===== src/rtl/ad_fmt_pkg.sv =====
// Shared constants, types and helpers for the UART voltage text-frame formatter.
package ad_fmt_pkg;

  localparam int              NUM_CH    = 2;
  localparam int              FRAME_LEN = 27;
  localparam int              IDX_W     = 5;
  localparam int              FLD_LEN   = 13;
  localparam logic [IDX_W-1:0] LAST_IDX = IDX_W'(FRAME_LEN - 1);

  localparam logic [7:0] ASC_C     = 8'h43;
  localparam logic [7:0] ASC_H     = 8'h48;
  localparam logic [7:0] ASC_0     = 8'h30;
  localparam logic [7:0] ASC_1     = 8'h31;
  localparam logic [7:0] ASC_2     = 8'h32;
  localparam logic [7:0] ASC_COLON = 8'h3A;
  localparam logic [7:0] ASC_DOT   = 8'h2E;
  localparam logic [7:0] ASC_V     = 8'h56;
  localparam logic [7:0] ASC_SP    = 8'h20;
  localparam logic [7:0] ASC_PLUS  = 8'h2B;
  localparam logic [7:0] ASC_MINUS = 8'h2D;
  localparam logic [7:0] ASC_QM    = 8'h3F;
  localparam logic [7:0] ASC_CR    = 8'h0D;
  localparam logic [7:0] ASC_LF    = 8'h0A;

  typedef enum logic {
    ST_IDLE = 1'b0,
    ST_SEND = 1'b1
  } fmt_state_e;

  // Element [0] is channel 1, element [1] is channel 2.
  typedef struct packed {
    logic [NUM_CH-1:0][19:0] dec;
    logic [NUM_CH-1:0][7:0]  sig;
  } fmt_snap_t;

  function automatic logic [7:0] bcd2ascii(input logic [3:0] nib);
    return (nib > 4'd9) ? ASC_QM : (ASC_0 + {4'h0, nib});
  endfunction

  function automatic logic [7:0] sign2ascii(input logic [7:0] s);
    return (s == ASC_MINUS) ? ASC_MINUS : ASC_PLUS;
  endfunction

endpackage


===== src/rtl/frame_byte_sel.sv =====
// Combinational map from byte index and snapshot to the ASCII byte of the frame.
module frame_byte_sel
  import ad_fmt_pkg::*;
(
  input  logic [IDX_W-1:0] idx,
  input  fmt_snap_t        snap,
  output logic [7:0]       tx_byte
);

  // Each channel owns a 13-byte field "CHn:sd.ddddV" plus a trailing separator.
  logic [NUM_CH-1:0][FLD_LEN-1:0][7:0] fld;

  for (genvar g = 0; g < NUM_CH; g++) begin : g_ch
    logic [7:0] tail;
    assign tail   = (g == NUM_CH - 1) ? ASC_CR : ASC_SP;
    assign fld[g] = {tail, ASC_V,
                     bcd2ascii(snap.dec[g][3:0]),   bcd2ascii(snap.dec[g][7:4]),
                     bcd2ascii(snap.dec[g][11:8]),  bcd2ascii(snap.dec[g][15:12]),
                     ASC_DOT, bcd2ascii(snap.dec[g][19:16]),
                     sign2ascii(snap.sig[g]), ASC_COLON,
                     8'(ASC_1 + 8'(g)), ASC_H, ASC_C};
  end

  logic       ch;
  logic [3:0] pos;

  always_comb begin
    ch      = (idx >= IDX_W'(FLD_LEN));
    pos     = 4'(ch ? (idx - IDX_W'(FLD_LEN)) : idx);
    tx_byte = (idx >= LAST_IDX) ? ASC_LF : fld[ch][pos];
  end

endmodule


===== src/rtl/ad_uart_frame_fmt.sv =====
// Periodic two-channel voltage text framer feeding a UART TX over valid/ready.
module ad_uart_frame_fmt
  import ad_fmt_pkg::*;
#(
  parameter int FRAME_PERIOD = 5_000_000
) (
  input  logic        clk50m,
  input  logic        reset,
  input  logic [19:0] ch1_dec,
  input  logic [19:0] ch2_dec,
  input  logic [7:0]  ch1_sig,
  input  logic [7:0]  ch2_sig,
  output logic [7:0]  tx_data,
  output logic        tx_valid,
  input  logic        tx_ready,
  output logic        busy,
  output logic        frame_done,
  output logic [7:0]  drop_cnt
);

  localparam int CNT_W = $clog2(FRAME_PERIOD);

  logic [CNT_W-1:0] prd_cnt;
  logic             tick;
  fmt_state_e       state, state_d;
  logic [IDX_W-1:0] idx, idx_d;
  fmt_snap_t        snap, snap_d, in_snap;
  logic             valid_d, done_d;
  logic [7:0]       sel_byte;

  assign tick        = (prd_cnt == CNT_W'(FRAME_PERIOD - 1));
  assign in_snap.dec = {ch2_dec, ch1_dec};
  assign in_snap.sig = {ch2_sig, ch1_sig};

  always_comb begin
    state_d = state;
    idx_d   = idx;
    snap_d  = snap;
    valid_d = tx_valid;
    done_d  = 1'b0;
    case (state)
      ST_IDLE: if (tick) begin
        snap_d  = in_snap;
        idx_d   = '0;
        state_d = ST_SEND;
        valid_d = 1'b1;
      end
      ST_SEND: if (tx_valid && tx_ready) begin
        if (idx == LAST_IDX) begin
          state_d = ST_IDLE;
          valid_d = 1'b0;
          done_d  = 1'b1;
        end else begin
          idx_d = idx + 1'b1;
        end
      end
    endcase
  end

  // Selector looks at next-state index/snapshot so tx_data can be registered.
  frame_byte_sel u_sel (
    .idx     (idx_d),
    .snap    (snap_d),
    .tx_byte (sel_byte)
  );

  always_ff @(posedge clk50m) begin
    if (reset) begin
      state      <= ST_IDLE;
      idx        <= '0;
      snap       <= '0;
      prd_cnt    <= '0;
      tx_valid   <= 1'b0;
      tx_data    <= 8'h00;
      busy       <= 1'b0;
      frame_done <= 1'b0;
      drop_cnt   <= 8'h00;
    end else begin
      state      <= state_d;
      idx        <= idx_d;
      snap       <= snap_d;
      prd_cnt    <= tick ? '0 : prd_cnt + 1'b1;
      tx_valid   <= valid_d;
      tx_data    <= valid_d ? sel_byte : 8'h00;
      busy       <= (state_d == ST_SEND);
      frame_done <= done_d;
      if (tick && (state == ST_SEND) && (drop_cnt != 8'hFF))
        drop_cnt <= drop_cnt + 1'b1;
    end
  end

endmodule

===== config.mk =====
export PLATFORM = sky130hd
export DESIGN_NAME = ad_uart_frame_fmt
export DESIGN_NICKNAME = d
export VERILOG_FILES = /design/src/rtl/ad_fmt_pkg.sv /design/src/rtl/frame_byte_sel.sv /design/src/rtl/ad_uart_frame_fmt.sv
export SDC_FILE = /design/constraint.sdc
export NUM_CORES = 1
export LEC_CHECK = 0
export CAP_MARGIN = 0
export CORE_MARGIN = 3
export CORE_UTILIZATION = 55
export CTS_BUF_LIST = sky130_fd_sc_hd__clkbuf_2
export DETAILED_ROUTE_END_ITERATION = 12
export PLACE_DENSITY = 0.88
export SLEW_MARGIN = 40
export SYNTH_ARGS = -nofsm -noshare
export SYNTH_HDL_FRONTEND = slang
export SYNTH_HIERARCHICAL = 1
export SYNTH_SLANG_ARGS = --single-unit

===== constraint.sdc =====
create_clock -name clk50m -period 8.1 [get_ports clk50m]
set_clock_uncertainty 0.1 [all_clocks]
set_input_delay 1.215 -clock clk50m [delete_from_list [all_inputs] [get_ports clk50m]]
set_output_delay 1.215 -clock clk50m [all_outputs]
set_load 0.05 [all_outputs]

==> results of run 1 <==
[where the power goes]
group	internal, mW	switching, mW
Clock	0.0475	0.178
Combinational	0.0263	0.0129
Sequential	0.510	0.00137
Total	0.584	0.192
[cells by family (layout without fill, tap and decap cells)]
kind of cell | after synthesis | in the layout | share of synthesized area
and+or+nand+nor | 209 | 209 | 0.227
buffers and inverters | 39 | 106 | 0.0381
AOI/OAI and AO/OA | 97 | 97 | 0.127
adders and majority gates | 10 | 10 | 0.0240
DFF | 103 | 103 | 0.395
muxes | 68 | 68 | 0.147
xor gates and xnor gates | 24 | 24 | 0.0403
other | 1 | 1 | 0.000718
[area by class of cell]
cell class,instances,share of cell area
multi-input combinational,409,0.485
clock buffer,10,0.00819
clock inverter,6,0.00840
sequential,103,0.338
tap,126,0.0258
timing repair buffer,79,0.128
inverter,11,0.00676
[layout by cell type (no fill, tap or decap), types with 5 or more instances in the layout]
master,count
a211oi_1,16
a21oi_1,24
a31oi_1,5
and2_1,9
clkbuf_2,10
clkdlybuf4s50_1,76
dfxtp_1,103
ha_1,10
inv_1,11
mux2_2,54
mux2i_1,7
nand2_1,15
nand3_1,21
nand3b_1,5
nand4_1,10
nor2_1,42
nor2b_1,60
nor3_1,10
nor4_1,5
o21ai_0,16
xnor2_1,6
xor2_1,18
[through the flow]
stage | instance area (um^2) | util | instances | hold slack [ps]
after floorplan | 5220 | - | 551 | 342
after global placement | 6000 | 0.669 | 728 | 359
after detailed placement | 6000 | 0.669 | 728 | 368
after CTS | 6100 | 0.680 | 744 | 418
after global routing | 6110 | 0.681 | 744 | 459
final | 6110 | 0.681 | 744 | 415
[Yosys cell counts, types with 4 or more instances]
library cell	n
o21a_1	4
buf_4	5
and2b_1	4
or3_1	4
nor2b_1	60
and2_1	9
nor4_1	6
xnor2_1	6
mux2_2	54
clkbuf_1	16
buf_6	4
a211oi_1	16
nand3_1	21
nand2_1	15
dfxtp_1	103
inv_1	11
mux2_1	4
nor2_1	42
nor3_1	10
a21oi_1	24
nand3b_1	5
o21ai_0	16
xor2_1	18
mux2i_1	7
a31oi_1	5
ha_1	10
nand4_1	10
[state kept, by name (all words and copies together), names as in the netlist]
signal,cells
tx_valid,1
state,1
idx,5
drop_cnt,8
tx_data,8
snap,56
frame_done,1
prd_cnt,23
[metal layers]
layer | wire [um] | share of wire
met1 | 5060 | 0.44
met2 | 5720 | 0.50
met3 | 525 | 0.046
met4 | 125 | 0.011
met5 | 0 | 0
[how the worst max path moves through the flow]
stage                           start         end  slack [ps]
after floorplan           prd_cnt[16]  tx_data[3]        3540
after global placement       tx_ready  tx_data[3]        2500
after detailed placement     tx_ready  tx_data[3]        2360
after CTS                 prd_cnt[16]  tx_data[3]        2630
after global routing      prd_cnt[16]  tx_data[3]        2240
final                     prd_cnt[16]  tx_data[3]        2590
==> impl_metrics.json, run 1 <==
{
  "cp_num_buf_inv": 2,
  "ios": 78,
  "worstSetupEndpointType": "register",
  "numCtsBuffers": 9,
  "seq_area_um2": 2060,
  "ys.flop_type": "dfxtp_1",
  "drtIter0Drc": 201,
  "place_ws_ps": 2360,
  "r2r_start": "prd_cnt[16]",
  "rrSetupSlack_ps": 2590,
  "hold_path_end": "prd_cnt[0]",
  "port_buffers": 77,
  "worst_ep_arrival_time_ps": 5920,
  "htree_levels": 3,
  "worstPathMaxFanout": 22,
  "cp.required_ps": 8520,
  "drt_wl_total_um": 11400,
  "synth_area_um2": 5220,
  "finalCriticalPeriod_ps": 5510,
  "max_freq_mhz": 182,
  "crit_slowest_cell": "or4_1",
  "clockRootBuffer": "clkbuf_2",
  "num_vias": 4239,
  "min_path_type": "register to register",
  "ctsHoldBuffers": 0,
  "postRouteAntennaNets": 0,
  "reg2reg_depth": 15,
  "antennaDiodeCount": 0,
  "clkTransAtPathRegs_ps": 300,
  "cts_buffer_depth": 2,
  "slowest_delay_ps": 560,
  "start_util": 0.582,
  "power_density_nw_per_um2": 127,
  "synth_edf_count": 0,
  "wl_per_cell_um": 15.4,
  "syn_to_final_growth_pct": 17.0,
  "route.detailed.drc": 0,
  "met1_usage": 0.285,
  "total_power_mw": 0.776,
  "fin_ws_ps": 2590,
  "post_cts_resize_count": 0,
  "rsz0062_at_grt": "no",
  "post_cts_buffers": 0,
  "avgViaCountPerCell": 5.70,
  "drive_gt1_frac": 0.141,
  "fin_setup_tns_ps": 0,
  "fp.coreArea_um2": 8980,
  "clock_sinks": 103,
  "grt_max_degree": 75,
  "track_usage": 0.220,
  "clkLatencyLatePin_ps": 580,
  "finalCritPeriodShare": 0.680,
  "min-delay-start": "prd_cnt[0]",
  "cp_cell_sequence": "or4_1, or4_4, nor2_1, or2_2, a31oi_1, ha_1, o311a_4, or2_4, inv_1, ha_1, inv_1, nor4_1, or4_1, a211o_1, and2_1",
  "critPathKind": "register to register",
  "post-synth-top-area-fraction": 0.395,
  "synth_top_cell_by_area": "dfxtp_1",
  "place.detailed.hpwl_um": 8490,
  "grt_pass1_vias": 4012,
  "globalplace.congestion": 0.813,
  "antenna_found_initial": 0,
  "slew_headroom": 0.508,
  "grt-ovfl-total": 0,
  "syn-num-nets": 620,
  "critical-path-top-delay-family": "simple AND/OR/NAND/NOR gates",
  "die_height_um": 103,
  "ys_types": 63,
  "hold_depth": 1,
  "grtUsageMet3": 0.0510,
  "r2r_end": "tx_data[3]",
  "finalNetCount": 682,
  "hold_viol_final": 0,
  "setup_violations": 0,
  "final_max_slew_viol_count": 0,
  "drv_cap": 0,
  "ir_drop_uv": 93.3,
  "drt-pass1-iter-count": 5,
  "die_w_um": 103,
  "die_area_um2": 10700,
  "grt_use_met2": 0.380,
  "rows": 34,
  "leakage_nw": 2.30,
  "synth-seq-cells": 103,
  "path_depth": 15,
  "nFillCells": 705,
  "synth_area_leaders": "dfxtp_1, mux2_2, nor2b_1",
  "worstSetupStartpointType": "register",
  "grt_pass1_wl_um": 18800,
  "ys_seq_area_frac": 0.395,
  "cts_tree": "built",
  "synth_area_per_cell_um2": 9.47,
  "run_status": "completed",
  "synth_warnings": 6,
  "grt_busiest_layer": "met2",
  "multi_input_area_um2": 2970,
  "synth_cells": 551,
  "worstMarginPinSlew_ps": 738,
  "async_flop_share": 0
}
Note: power is estimated with default switching activity, not from simulation.
==> inputs of run 2 (changes only) <==
- CORE_UTILIZATION: 55 -> 51
- PLACE_DENSITY: 0.88 -> 0.86
- clock period: 8.1 -> 4.46 ns (I/O delays scaled with it)
==> run 2 against run 1 <==
Compared with the run above:
- final cell count increased by 2.4%
- die area increased by 7.4%
- critical path type unchanged
- worst hold slack got worse by 140 ps
- via count increased by 1.9%
- register-to-register slack got worse by 2400 ps
- critical path depth increased by 1
- highest routed layer unchanged
- final area increased by 2.2%
- count of clock-buffer cells in the layout decreased by 1
- largest cell class unchanged
- setup slack got worse by 2400 ps
- non-clock buffer count increased by 11
==> impl_metrics.json, run 2 (synthesis results as in run 1) <==
{
  "max_flop_register": "snap",
  "ctsHoldBuffers": 0,
  "clkTransAtPathRegs_ps": 290,
  "die_area_um2": 11500,
  "numCtsBuffers": 9,
  "ios": 78,
  "rrSetupSlack_ps": 190,
  "clkLatencyLatePin_ps": 610,
  "post_cts_resize_count": 0,
  "switching_power_mw": 0.364,
  "worst_ep_arrival_time_ps": 4730,
  "top_layer": "met4",
  "start_util": 0.529,
  "grt_max_degree": 62,
  "internal_power_mw": 1.12,
  "cp.required_ps": 4920,
  "final_max_slew_viol_count": 0,
  "place.detailed.hpwl_um": 8710,
  "die_height_um": 107,
  "wl_per_cell_um": 15.2,
  "cts_buffer_depth": 2,
  "drt_wl_total_um": 11600,
  "antennaDiodeCount": 0,
  "drt-pass1-iter-count": 5,
  "clockRootBuffer": "clkbuf_2",
  "power_density_nw_per_um2": 237,
  "worstMarginPinSlew_ps": 679,
  "path_common_cell": "a211oi_1",
  "post_cts_buffers": 0,
  "fp.coreArea_um2": 9860,
  "grt-ovfl-total": 0,
  "slew_headroom": 0.543,
  "leakage_nw": 2.36,
  "critPathKind": "register to register",
  "post-route-util": 0.633,
  "htree_levels": 3,
  "drtIter0Drc": 257,
  "route.detailed.drc": 0,
  "setup_violations": 0,
  "crit_slowest_cell": "or4_1",
  "rows": 36,
  "p_sw_frac": 0.245,
  "syn_to_final_growth_pct": 19.6,
  "min_path_type": "input port to register",
  "worstSetupStartpointType": "register",
  "drive_gt1_frac": 0.164,
  "grt_pass1_vias": 4114,
  "p_clk_frac": 0.323,
  "finalCritPeriodShare": 0.958,
  "holdWs_ps": 278,
  "layout_common_cells": "dfxtp_1, clkdlybuf4s50_1, nor2b_1",
  "worstPathMaxFanout": 21,
  "wl_met1_um": 5010,
  "slowest_delay_ps": 540,
  "clock_sinks": 103,
  "finalCriticalPeriod_ps": 4270,
  "die_w_um": 107,
  "wl_met2_um": 5880,
  "antenna_found_initial": 0,
  "fin_setup_tns_ps": 0,
  "final_common_cell": "dfxtp_1",
  "grt_pass1_wl_um": 18900,
  "drv_cap": 0,
  "rsz0062_at_grt": "no",
  "num_vias": 4320,
  "run_status": "completed",
  "globalplace.congestion": 0.864,
  "track_usage": 0.202,
  "largest_reg_flops": 56,
  "ir_drop_uv": 220,
  "port_buffers": 77,
  "power_frac_seq": 0.627,
  "finalNetCount": 693,
  "worstSetupEndpointType": "register",
  "reg_top3": "snap: 56 flops, prd_cnt: 23 flops",
  "avgViaCountPerCell": 5.67,
  "cp_cell_sequence": "or4_1, or4_4, nor2_2, or2_2, a31oi_2, ha_2, o311a_4, or2_4, inv_1, ha_1, buf_4, a211oi_1, a211oi_1, o41ai_1, a211oi_1, and2_1",
  "wl_met3_um": 535,
  "cts_tree": "built",
  "combPwrFrac": 0.049,
  "max_freq_mhz": 234,
  "postRouteAntennaNets": 0,
  "hold_viol_final": 0
}
run 2: changes by cell type in the layout (fill, tap and decap cells not counted), sizes merged:
cell / change
clkbuf: -1
bufinv: +1
inv: +1
buf: +11
clkinvlp: +1
clkinv: -2
run 2: layer usage:
| metal | GRT usage | up-vias |
|---|---|---|
| met5 | 0 | - |
| met4 | 0.0575 | 0 |
| met3 | 0.0506 | 17 |
| met2 | 0.345 | 119 |
| met1 | 0.251 | 2060 |
| li1 | - | 2124 |
run 2: layout make-up:
cell class              count  area [um^2]
well taps                 133          166
inverters                  11         41.3
clock inverters             7         86.3
flip-flops and latches    103         2060
multi-input cells         409         2980
repair buffers             90          863
fillers                   800         3620
clock buffers               9         45.0
run 2: per-stage QoR:
step	area, um^2	instances	setup WS (ps)	power [mW]
finish	6240	762	189	1.48
global route	6240	762	10.3	1.55
CTS	6230	762	223	1.50
detailed placement	6100	746	213	1.02
global placement	6100	746	341	1.02
floorplan	5230	551	29.3	0.962
run 2: critical path, delay by kind of cell (launching register included):
kind                       cells  cell delay, ps
AOI/OAI and AO/OA              6            1310
adders and majority gates      2             480
buffers and inverters          2             290
DFF                            1             400
and+or+nand+nor                6            1640
run 2: power by group through the flow:
stage	sequential [mW]	combinational, mW	clock (mW)
2_1_floorplan	0.945	0.0175	0
3_3_place_gp	0.945	0.0709	0
3_5_place_dp	0.945	0.0731	0
4_1_cts	0.930	0.0735	0.496
5_1_grt	0.932	0.0776	0.536
6_report	0.930	0.0729	0.479
run 2: final timing paths:
kind | from | end | cells past startpoint
worst min-delay path | reset | drop_cnt[5] | 2
worst max register to register | prd_cnt[16] | tx_data[2] | 16
worst max-delay path | prd_cnt[16] | tx_data[2] | 16
worst min register to register | prd_cnt[0] | prd_cnt[0] | 1
